### src/rtl/matrix_mac_seq.sv
// matrix_mac_seq
// Resource-shared N x N matrix multiply(-accumulate) engine. One MAC unit walks
// (i, j, k) row-major with k innermost, so one operation takes N^3 cycles.
// Out = A x B, or Out = Out + A x B when Accum is captured high. Each element
// result is range-checked against OW bits, then clamped (SAT=1) or wrapped (SAT=0).
//
// Ports:
//   i_clk      rising-edge clock
//   i_reset_n  synchronous active-low reset
//   i_load     start request, accepted only while idle
//   i_accum    1 = add the product into the existing Out
//   i_a, i_b   flattened matrices, element (i,j) at [(i*N+j)*W +: W]
//   o_out      result matrix, element (i,j) at [(i*N+j)*OW +: OW]
//   o_busy     operation in progress
//   o_done     one-cycle completion pulse
//   o_ovf      sticky: some element of the last operation was out of range
module matrix_mac_seq #(
   parameter int unsigned N      = 3,
   parameter int unsigned W      = 8,
   parameter int unsigned OW     = 8,
   parameter int unsigned SIGNED = 0,
   parameter int unsigned SAT    = 1
) (
   input  logic              i_clk,
   input  logic              i_reset_n,
   input  logic              i_load,
   input  logic              i_accum,
   input  logic [N*N*W-1:0]  i_a,
   input  logic [N*N*W-1:0]  i_b,
   output logic [N*N*OW-1:0] o_out,
   output logic              o_busy,
   output logic              o_done,
   output logic              o_ovf
);

   localparam int unsigned IW = $clog2(N);
   localparam int unsigned AW = 2 * W + $clog2(N) + 1;
   localparam int unsigned PW = 2 * W + 2;
   // Element result width: wide enough for acc plus an extended Out term.
   localparam int unsigned RW = AW + OW + 2;

   localparam logic [0:0] ST_IDLE = 1'b0;
   localparam logic [0:0] ST_RUN  = 1'b1;

   localparam logic signed [RW-1:0] ONE = RW'(1);
   localparam logic signed [RW-1:0] HI  = (SIGNED != 0) ? (ONE <<< (OW - 1)) - ONE
                                                        : (ONE <<< OW) - ONE;
   localparam logic signed [RW-1:0] LO  = (SIGNED != 0) ? -(ONE <<< (OW - 1)) : '0;

   logic [0:0]              r_state;
   logic [N*N*W-1:0]        r_a;
   logic [N*N*W-1:0]        r_b;
   logic                    r_accum;
   logic [IW-1:0]           r_i;
   logic [IW-1:0]           r_j;
   logic [IW-1:0]           r_k;
   logic signed [AW-1:0]    r_acc;
   logic [N*N*OW-1:0]       r_out;
   logic                    r_done;
   logic                    r_ovf;

   logic [W-1:0]            w_a_el;
   logic [W-1:0]            w_b_el;
   logic [OW-1:0]           w_out_el;
   logic signed [PW-1:0]    w_a_ext;
   logic signed [PW-1:0]    w_b_ext;
   logic signed [PW-1:0]    w_prod;
   logic signed [AW-1:0]    w_acc_sum;
   logic signed [RW-1:0]    w_out_ext;
   logic signed [RW-1:0]    w_r;
   logic                    w_oor;
   logic [OW-1:0]           w_wr_el;
   logic                    w_last_k;
   logic                    w_last_j;
   logic                    w_last_i;

   always_comb begin
      w_a_el   = r_a[(32'(r_i) * N + 32'(r_k)) * W +: W];
      w_b_el   = r_b[(32'(r_k) * N + 32'(r_j)) * W +: W];
      w_out_el = r_out[(32'(r_i) * N + 32'(r_j)) * OW +: OW];

      // Both signedness modes share one signed multiplier; unsigned operands
      // are zero-extended so they stay non-negative.
      if (SIGNED != 0) begin
         w_a_ext   = PW'($signed(w_a_el));
         w_b_ext   = PW'($signed(w_b_el));
         w_out_ext = RW'($signed(w_out_el));
      end else begin
         w_a_ext   = {{(PW - W){1'b0}}, w_a_el};
         w_b_ext   = {{(PW - W){1'b0}}, w_b_el};
         w_out_ext = {{(RW - OW){1'b0}}, w_out_el};
      end

      w_prod    = w_a_ext * w_b_ext;
      w_acc_sum = r_acc + AW'(w_prod);
      w_r       = RW'(w_acc_sum) + (r_accum ? w_out_ext : '0);

      w_oor = (w_r > HI) || (w_r < LO);
      if (SAT != 0 && w_r > HI) begin
         w_wr_el = HI[OW-1:0];
      end else if (SAT != 0 && w_r < LO) begin
         w_wr_el = LO[OW-1:0];
      end else begin
         w_wr_el = w_r[OW-1:0];
      end

      w_last_k = (r_k == IW'(N - 1));
      w_last_j = (r_j == IW'(N - 1));
      w_last_i = (r_i == IW'(N - 1));
   end

   always_ff @(posedge i_clk) begin
      if (!i_reset_n) begin
         r_state <= ST_IDLE;
         r_a     <= '0;
         r_b     <= '0;
         r_accum <= 1'b0;
         r_i     <= '0;
         r_j     <= '0;
         r_k     <= '0;
         r_acc   <= '0;
         r_out   <= '0;
         r_done  <= 1'b0;
         r_ovf   <= 1'b0;
      end else begin
         r_done <= 1'b0;
         case (r_state)
            ST_IDLE: begin
               if (i_load) begin
                  r_a     <= i_a;
                  r_b     <= i_b;
                  r_accum <= i_accum;
                  r_ovf   <= 1'b0;
                  r_i     <= '0;
                  r_j     <= '0;
                  r_k     <= '0;
                  r_acc   <= '0;
                  r_state <= ST_RUN;
               end
            end
            ST_RUN: begin
               if (w_last_k) begin
                  r_out[(32'(r_i) * N + 32'(r_j)) * OW +: OW] <= w_wr_el;
                  if (w_oor) begin
                     r_ovf <= 1'b1;
                  end
                  r_acc <= '0;
                  r_k   <= '0;
                  if (w_last_j) begin
                     r_j <= '0;
                     if (w_last_i) begin
                        r_i     <= '0;
                        r_done  <= 1'b1;
                        r_state <= ST_IDLE;
                     end else begin
                        r_i <= r_i + 1'b1;
                     end
                  end else begin
                     r_j <= r_j + 1'b1;
                  end
               end else begin
                  r_acc <= w_acc_sum;
                  r_k   <= r_k + 1'b1;
               end
            end
            default: r_state <= ST_IDLE;
         endcase
      end
   end

   assign o_out  = r_out;
   assign o_busy = (r_state == ST_RUN);
   assign o_done = r_done;
   assign o_ovf  = r_ovf;

endmodule
### config.mk
export PLATFORM = sky130hd
export DESIGN_NAME = matrix_mac_seq
export DESIGN_NICKNAME = d
export VERILOG_FILES = /design/src/rtl/matrix_mac_seq.sv
export SDC_FILE = /design/constraint.sdc
export NUM_CORES = 1
export LEC_CHECK = 0
export CAP_MARGIN = 20
export CORE_MARGIN = 2
export CORE_UTILIZATION = 31
export DETAILED_ROUTE_END_ITERATION = 16
export GPL_TIMING_DRIVEN = 0
export HOLD_SLACK_MARGIN = 0.03
export SYNTH_ARGS = -nofsm -noshare
export SYNTH_HDL_FRONTEND = slang
export SYNTH_SLANG_ARGS = --single-unit
### constraint.sdc
create_clock -name i_clk -period 14.3 [get_ports i_clk]
set_input_delay 1.43 -clock i_clk [delete_from_list [all_inputs] [get_ports i_clk]]
set_output_delay 1.43 -clock i_clk [all_outputs]
set_load 0.02 [all_outputs]
After elaboration in Yosys (flattened, before gate mapping)
Index checks and enable logic that the tools add are counted.
- register bits: 245
- input port bits: 148
- reductions and logical operators: 7
- order comparisons: 2
- $add $sub $neg: 9
- muxes and demuxes: 27
- bitwise logic cells: 1
- shifts and indexed selects: 5
- equal/unequal tests: 7
- multipliers: 3
- operators with widths (operator ; number):
    variable part select 72 x 9 -> 8 bit ; 2
    bitwise mux 72 bit ; 1
    variable shift 8 x 34 -> 72 bit, first input constant ; 1
    variable part select 72 x 33 -> 8 bit ; 1
    variable part select 8 x 34 -> 72 bit ; 1
    two-way mux 19 bit ; 2
    one-hot mux 19 bit (2 select lines) ; 1
    negation 8 -> 34 bit ; 1
    two-way mux 8 bit ; 3
    adder 19 x 9 -> 20 bit ; 1
    > comparator 20 x 9 -> 1 bit, second input constant ; 1
    < comparator 20 x 1 -> 1 bit, second input constant ; 1
    adder 19 x 17 -> 19 bit ; 1
    multiplier 8 x 8 -> 16 bit ; 1
    adder 4 x 2 -> 5 bit ; 3
    two-way mux 2 bit ; 7
    one-hot mux 2 bit (2 select lines) ; 3
    multiplier 2 x 2 -> 4 bit, second input constant ; 2
    two-way mux 1 bit ; 8
    adder 2 x 1 -> 2 bit, second input constant ; 3
    == test 2 bit, second input constant ; 3
    != test 2 x 1 -> 1 bit, second input constant ; 3
    AND reduction 2 bit ; 3
    AND reduction 3 bit ; 2
    other kinds (5) ; 6

Logic depth before layout (Yosys ltp)
Gate-level depths: netlist of run 1.
- depth in word-level cells: 11
- depth in mapped cells: 41
- depth with buffers taken out: 38

Worst setup path before layout of run 1
Ideal clock, no wire load.
- path kind: reg-to-reg
- from: register r_k[1]
- to: register r_out[15], in the netlist o_out[15]
- path slack: 4.306 ns
- cell stages (with the launch flop): 38
- period minus slack after synthesis: 9.994 ns
- library setup time: 0.082 ns
- buffers on the path: 2
- arrival time: 9.912 ns
- cell sequence: dfxtp_1 inv_1 fa_1 inv_1 ha_1 inv_1 fa_1 buf_1 nor4b_1 a22oi_1 or2_2 fa_1 fa_1 inv_1 fa_1 inv_1 fa_1 inv_1 [... 2 more ...] o21bai_1 a21oi_1 nor2b_1 o21a_1 o31a_1 o41ai_1 xnor2_1 ha_1 a21oi_1 nand2_1 a211o_1 a211oi_2 mux2i_2 a2111oi_4 mux2i_4 clkbuf_1 nor3b_1 a22oi_1
- word-level cells in the longest chain between the ends: 11
- elaborated cells between the ends (all ways): 16
- classes of those cells: add/sub: 4; mul: 2; order compare: 2; eq/ne: 1; shift: 3; mux: 3; reduce/logical: 1
- ends and longest elaborated chain (element ; RTL line ; RTL):
    from (decl) ; 56 ; logic [IW-1:0] r_k;
    from (signal assigned) ; 163 ; r_k <= r_k + 1'b1;
    multiplier 2 x 2 -> 4 bit ; 79 ; w_b_el = r_b[(32'(r_k) * N + 32'(r_j)) * W +: W];
    adder 4 x 2 -> 5 bit ; 79 ;
    variable part select 72 x 9 -> 8 bit ; 79 ;
    multiplier 8 x 8 -> 16 bit ; 94 ; w_prod = w_a_ext * w_b_ext;
    adder 19 x 17 -> 19 bit ; 95 ; w_acc_sum = r_acc + AW'(w_prod);
    adder 19 x 9 -> 20 bit ; 96 ; w_r = RW'(w_acc_sum) + (r_accum ? w_out_ext : '0);
    < comparator 20 x 1 -> 1 bit ; 101 ; end else if (SAT != 0 && w_r < LO) begin
    two-way mux 8 bit ; 101 ;
    two-way mux 8 bit ; 99 ; if (SAT != 0 && w_r > HI) begin
    variable part select 8 x 34 -> 72 bit ; 143 ; r_out[(32'(r_i) * N + 32'(r_j)) * OW +: OW] <= w_wr_el;
    bitwise mux 72 bit ; 143 ;
    to (signal, indexed assignment) ; 143 ;
    to (decl) ; 58 ; logic [N*N*OW-1:0] r_out;
Several ways; a longest one is shown, not always the timed one.
A chain may end at the register's enable or synchronous reset.

Worst setup path in the final report of run 1
- from: register r_i[0]
- to: register r_out[23], in the netlist o_out[23]
- word-level cells in the longest chain between the ends: 11
- elaborated cells between the ends (all ways): 17
- classes of those cells: add/sub: 5; mul: 2; order compare: 2; shift: 4; mux: 4
- ends and longest elaborated chain (element ; RTL line ; RTL):
    from (decl) ; 54 ; logic [IW-1:0] r_i;
    from (signal assigned) ; 156 ; r_i <= r_i + 1'b1;
    multiplier 2 x 2 -> 4 bit * ; 78, 80, 143 ;
    adder 4 x 2 -> 5 bit ; 78 ; w_a_el = r_a[(32'(r_i) * N + 32'(r_k)) * W +: W];
    variable part select 72 x 9 -> 8 bit ; 78 ;
    multiplier 8 x 8 -> 16 bit ; 94 ;
    adder 19 x 17 -> 19 bit ; 95 ;
    adder 19 x 9 -> 20 bit ; 96 ;
    < comparator 20 x 1 -> 1 bit ; 101 ;
    two-way mux 8 bit ; 101 ;
    two-way mux 8 bit ; 99 ;
    variable part select 8 x 34 -> 72 bit ; 143 ;
    bitwise mux 72 bit * ; 143 ;
Mark *: on every way between the ends. The rest lies on a longest branch, timed or not.

==> results.json, run 1 <==
{
  "syn_inst": 1647,
  "critical_path_class": "reg -> reg",
  "rsz0062_at_grt": "no",
  "drc": 0,
  "max_freq_mhz": 86.6,
  "ant_nets": 0,
  "cts_resized": 0,
  "synth_ff_type": "dfxtp_1",
  "gr-total-overflow": 0,
  "r2r-end": "o_out[23]$_SDFFE_PN0P_",
  "core_area_mm2": 0.0452,
  "clock-sinks": 245,
  "worstSetupStartpointType": "flip-flop",
  "grt_util_all_layers_pct": 18.0,
  "hold_viol_final": 0,
  "diodes": 0,
  "reg2reg_slack_ns": 2.75,
  "finalMaxSlewViolations": 0,
  "setup_viol": 0,
  "cp_slowest_stage_delay_ns": 0.77,
  "max-vdd-ir-drop_mv": 0.0707,
  "fin_util_pct": 39.9,
  "crit_buf_inv": 9,
  "drt-total-wl_um": 43100,
  "routabilityCongestion": 0.875,
  "hpwl_um": 34100,
  "grt_first_pass_wirelength_um": 68800,
  "cts_tree": "done",
  "crit_cells": 38,
  "clock_latency_ns": 0.55,
  "viasPerCell": 5.05,
  "powerDensity_mw_per_mm2": 97.7,
  "num_io_pins": 223,
  "layout_commonest_cell": "nand2_1",
  "synth-edff-count": 0,
  "critPathTopFamily": "adder cells",
  "dp.cells": 2470,
  "setup-tns-final_ns": 0,
  "p_leak_nw": 6.87,
  "cts_buffers": 27,
  "ys_types": 63,
  "cts-hold-fix-buffers": 0,
  "synthArstFlopShare_pct": 0,
  "port_buffers": 221,
  "post-route-min-period_ns": 11.55,
  "drive_above_1_share_pct": 7.72,
  "finalNonFillerCells": 2516,
  "clock_path_buffers": 3,
  "vias": 12700,
  "crit_path_end": "o_out[23]$_SDFFE_PN0P_",
  "endpoint_kind": "flip-flop",
  "avgRoutedWirePerCell_um": 17.1,
  "antenna_found_initial": 0,
  "path_max_fanout": 10,
  "hold-path-cell-count": 2,
  "ff2ff_path_depth": 38,
  "synth.net_count": 1915,
  "ys_ff_latch": 245,
  "worstHoldPathType": "reg -> reg",
  "slowest_stage": "nor3b_1",
  "dieArea_mm2": 0.0473,
  "cp-startpoint": "r_i[0]$_SDFFE_PN0P_",
  "fillCellCount": 4563,
  "final_cell_mix": "nand2_1 (394), dfxtp_1 (245), clkdlybuf4s50_1 (221)",
  "path_clk_slew_ns": 0.06,
  "worst_pin_slew_ns": 1.04,
  "fin_nets": 2167,
  "skew_ns": 0.0118,
  "start_util_pct": 31.3,
  "yosysSeqAreaShare_pct": 34.7,
  "multi_input_area_mm2": 0.00861,
  "die_w_um": 218,
  "synthesis.area_mm2": 0.0141,
  "max_slew_margin_pct": 30.5,
  "drtIter0Drc": 674,
  "clockRootBuffer": "clkbuf_16",
  "max-cap-violations": 0,
  "cp.arrival_ns": 12.00,
  "cts_setup_buffers": 0,
  "syn2layout_area_growth_pct": 27.5,
  "avgSynthCellArea_um2": 8.58,
  "crit_top_cell": "inv_1",
  "htreeDepth": 1,
  "outcome": "finished clean",
  "grt_max_degree": 14,
  "r2r-start": "r_i[0]$_SDFFE_PN0P_",
  "synth_warnings": 0,
  "firstDrtPassIters": 5,
  "die_h_um": 218,
  "timing.final.crit_share_pct": 80.7,
  "crit_required_ns": 14.76,
  "row_count": 78,
  "grt_pass1_vias": 12800,
  "seqCellArea_mm2": 0.00490
}
==> registers in the layout, indices dropped and copies added, names as in the netlist <==
name / count
o_out: 72
r_j: 2
r_k: 2
o_done: 1
r_accum: 1
r_i: 2
r_b: 72
r_acc: 19
o_busy: 1
r_a: 72
o_ovf: 1
==> worst min-delay path by stage <==
stage,startpoint,end,slack (ns)
floorplan,r_a[0]$_SDFFE_PN0P_,r_a[0]$_SDFFE_PN0P_,0.43
global placement,r_b[3]$_SDFFE_PN0P_,r_b[3]$_SDFFE_PN0P_,0.44
detailed placement,r_a[47]$_SDFFE_PN0P_,r_a[47]$_SDFFE_PN0P_,0.45
CTS,r_a[47]$_SDFFE_PN0P_,r_a[47]$_SDFFE_PN0P_,0.45
global route,r_b[63]$_SDFFE_PN0P_,r_b[63]$_SDFFE_PN0P_,0.47
finish,r_a[25]$_SDFFE_PN0P_,r_a[25]$_SDFFE_PN0P_,0.46
==> where the power goes <==
part           total [W]  internal [W]  switching, W  leakage, nW
logic           0.000309      0.000121      0.000188         4.42
registers       0.000723      0.000708     0.0000153         2.00
clock network   0.000729      0.000437      0.000292        0.447
total            0.00176       0.00127      0.000494         6.87
==> per-layer routing <==
layer | vias to the layer above | routed length [um] | part of all wire [%] | GRT usage, %
met3 | 70 | 1970 | 4.6 | 2.22
met5 | - | 0 | 0 | 0
met1 | 6069 | 19600 | 45 | 23.9
met2 | 358 | 20400 | 47 | 30.8
met4 | 0 | 1100 | 2.6 | 5.11
li1 | 6211 | - | - | -
==> per-stage QoR <==
step / instance area [um2] / power [W] / setup WS (ns) / hold WS [ns]
3_3_place_gp: 17100 / 0.00104 / 2.91 / 0.439
5_1_grt: 18000 / 0.00183 / 1.97 / 0.470
3_5_place_dp: 17100 / 0.00105 / 2.80 / 0.446
4_1_cts: 18000 / 0.00177 / 2.76 / 0.454
6_report: 18000 / 0.00176 / 2.75 / 0.456
2_1_floorplan: 14100 / 0.000922 / 4.31 / 0.433
==> cells by family (layout without fill, tap and decap cells) <==
kind of cell	count (synthesis)	after routing	share of synthesized area, %
buf+inv	161	430	4.40
simple gates	613	613	18.2
fa+ha+maj	120	120	12.9
compound gates	398	398	17.8
mux	75	75	9.75
xor+xnor	35	35	2.27
flops	245	245	34.7
==> Yosys cell counts (all sizes together) (16+ instances only) <==
library cell | instances | area share (%)
a22oi | 33 | 1.8
a21oi | 195 | 7.0
nand3 | 19 | 0.74
dfxtp | 245 | 35
nand2 | 394 | 10
buf | 24 | 0.76
clkbuf | 65 | 1.7
ha | 78 | 6.9
inv | 72 | 1.9
a211oi | 16 | 0.99
mux2i | 18 | 1.4
nand4 | 18 | 0.80
fa | 42 | 5.9
xnor2 | 27 | 1.7
nor2 | 110 | 2.9
o21ai | 84 | 3.0
mux4 | 48 | 7.6
==> worst min-delay path, stage by stage (launching register included) <==
cell	delay, ns
dfxtp_1	0.31
nand2_1	0.05
a21oi_1	0.05
==> layout make-up <==
cell class | instances | area share [%]
repair buffers | 223 | 12.4
inverters | 72 | 1.50
well taps | 600 | 4.17
clock inverters | 11 | 0.896
clock buffers | 35 | 4.14
multi-input cells | 1241 | 47.8
flip-flops and latches | 245 | 27.2
plain buffers | 89 | 1.95
No activity file was read; power rests on OpenSTA's default activity.
==> inputs of run 2 (changes only) <==
Clock period 14.3 ns to 10.2 ns, I/O delays scaled along.
==> results.json, run 2 (same netlist as run 1, synthesis figures left out) <==
{
  "outcome": "finished clean",
  "clock_path_buffers": 3,
  "cts-hold-fix-buffers": 0,
  "hold_viol_final": 0,
  "place_area_mm2": 0.0171,
  "cts_tree": "done",
  "gr-total-overflow": 0,
  "layout_commonest_cell": "nand2_1",
  "cp-startpoint": "r_j[1]$_SDFFE_PN0P_",
  "holdWs_ns": 0.455,
  "path_max_fanout": 10,
  "drc": 0,
  "final_cell_area_mm2": 0.0184,
  "clock-sinks": 245,
  "fin_nets": 2184,
  "worstSetupStartpointType": "flip-flop",
  "ant_nets": 0,
  "drtIter0Drc": 742,
  "max-vdd-ir-drop_mv": 0.0981,
  "crit_path_end": "o_out[16]$_SDFFE_PN0P_",
  "slowest_stage": "fa_1",
  "crit_buf_inv": 10,
  "crit_required_ns": 10.61,
  "crit_top_cell": "inv_1",
  "p_switching_w": 0.000706,
  "timing.final.crit_share_pct": 95.3,
  "worstHoldPathType": "reg -> reg",
  "swShare_pct": 27.9,
  "vias": 12800,
  "setup_viol": 0,
  "worst_pin_slew_ns": 1.06,
  "hpwl_um": 34100,
  "post-route-min-period_ns": 9.73,
  "dp.cells": 2470,
  "fillCellCount": 4557,
  "total_power_w": 0.00253,
  "drt-total-wl_um": 43400,
  "intPower_w": 0.00183,
  "r2r-start": "r_j[1]$_SDFFE_PN0P_",
  "grt_util_all_layers_pct": 18.1,
  "skew_ns": 0.0121,
  "num_io_pins": 223,
  "seq_power_share_pct": 40.1,
  "die_w_um": 218,
  "port_buffers": 221,
  "syn2layout_area_growth_pct": 30.1,
  "critical_path_class": "reg -> reg",
  "max_slew_margin_pct": 28.9,
  "path_clk_slew_ns": 0.06,
  "drive_above_1_share_pct": 10.5,
  "r2r-end": "o_out[16]$_SDFFE_PN0P_",
  "max-cap-violations": 0,
  "core_area_mm2": 0.0452,
  "p_leak_nw": 7.05,
  "critPathTopFamily": "adder cells",
  "finalMaxSlewViolations": 0,
  "crit_cells": 38,
  "grt_first_pass_wirelength_um": 69200,
  "grt_max_degree": 14,
  "avgRoutedWirePerCell_um": 17.1,
  "clock_latency_ns": 0.55,
  "max_freq_mhz": 103,
  "power.clock.fraction_pct": 40.3,
  "finalNonFillerCells": 2533,
  "ff2ff_path_depth": 38,
  "row_count": 78,
  "die_h_um": 218,
  "htreeDepth": 1,
  "firstDrtPassIters": 6,
  "endpoint_kind": "flip-flop",
  "dieArea_mm2": 0.0473,
  "cp.arrival_ns": 10.14,
  "combinationalPowerShare_pct": 19.6,
  "grt_pass1_vias": 12900,
  "clockRootBuffer": "clkbuf_16",
  "routabilityCongestion": 0.875,
  "cts_buffers": 27,
  "viasPerCell": 5.04,
  "fin_util_pct": 40.7,
  "powerDensity_mw_per_mm2": 138,
  "reg2reg_slack_ns": 0.47,
  "diodes": 0,
  "start_util_pct": 31.3,
  "final_cell_mix": "nand2_1 (391), dfxtp_1 (244), clkdlybuf4s50_1 (221)",
  "antenna_found_initial": 0,
  "cp_slowest_stage_delay_ns": 0.57
}
[run 2: cell count changes in the layout (fill, tap and decap cells not counted), moves of 4 or more]
cell	previous run	this run
a22oi_1	33	25
buf_12	0	5
buf_4	2	20
a22oi_2	0	8
buf_1	17	13
a21oi_1	192	188
a21oi_2	3	7
clkbuf_1	69	62
[run 2: routing by layer]
layer | vias up | track usage, % | wire [um]
li1 | 6246 | - | -
met1 | 6117 | 24.0 | 19500
met2 | 339 | 31.0 | 20700
met3 | 71 | 2.23 | 2040
met4 | 0 | 5.21 | 1160
met5 | - | 0 | 0
[run 2: cell type report]
cell class | count | area [um2] | area share, %
buffer | 83 | 347 | 1.88
tap | 600 | 751 | 4.08
timing repair buffer | 246 | 2470 | 13.4
clock buffer | 35 | 746 | 4.05
multi-input combinational | 1241 | 8750 | 47.6
inverter | 72 | 270 | 1.47
sequential | 245 | 4910 | 26.7
clock inverter | 11 | 161 | 0.877
[run 2: what timing repair did]
action / in CTS / in global routing
endpoints found under the setup margin: 73 / 73
gates resized for setup: 18 / 24
pin swaps: 10 / 4
setup buffers: 16 / 7
[run 2: power by group through the flow]
stage / sequential (W) / combinational [W] / clock, W
2_1_floorplan: 0.00103 / 0.000266 / 0
6_report: 0.00101 / 0.000497 / 0.00102
5_1_grt: 0.00102 / 0.000537 / 0.00108
4_1_cts: 0.00101 / 0.000487 / 0.00104
3_3_place_gp: 0.00103 / 0.000427 / 0
3_5_place_dp: 0.00103 / 0.000432 / 0
[run 2: worst register-to-register path: cells and delay by family, from the launching register on]
| family | cells | cell delay, ns |
|---|---|---|
| fa+ha+maj | 8 | 3.70 |
| mux | 3 | 0.82 |
| xor+xnor | 1 | 0.17 |
| buf+inv | 10 | 1.29 |
| simple gates | 5 | 0.75 |
| flops | 1 | 0.36 |
| compound gates | 11 | 2.52 |
[run 2: worst min-delay path by stage]
stage | cells after the start | start | slack, ns | to
global route | 2 | r_b[63]$_SDFFE_PN0P_ | 0.47 | r_b[63]$_SDFFE_PN0P_
floorplan | 2 | r_a[0]$_SDFFE_PN0P_ | 0.43 | r_a[0]$_SDFFE_PN0P_
detailed placement | 2 | r_a[47]$_SDFFE_PN0P_ | 0.45 | r_a[47]$_SDFFE_PN0P_
global placement | 2 | r_b[3]$_SDFFE_PN0P_ | 0.44 | r_b[3]$_SDFFE_PN0P_
finish | 2 | r_a[47]$_SDFFE_PN0P_ | 0.45 | r_a[47]$_SDFFE_PN0P_
CTS | 2 | r_a[47]$_SDFFE_PN0P_ | 0.45 | r_a[47]$_SDFFE_PN0P_
[run 2: stage by stage]
step	TNS, ns	setup WS (ns)
global placement	-79.24	-1.19
finish	0	0.475
floorplan	0	0.206
detailed placement	-86.15	-1.30
CTS	0	0.0291
global route	-3.56	-0.103
==> inputs of run 3 (changes only) <==
Settings changed: TNS_END_PERCENT set to 30.
==> results of run 3 <==
The final DEF is identical to that of run 2; final timing and power are the same.
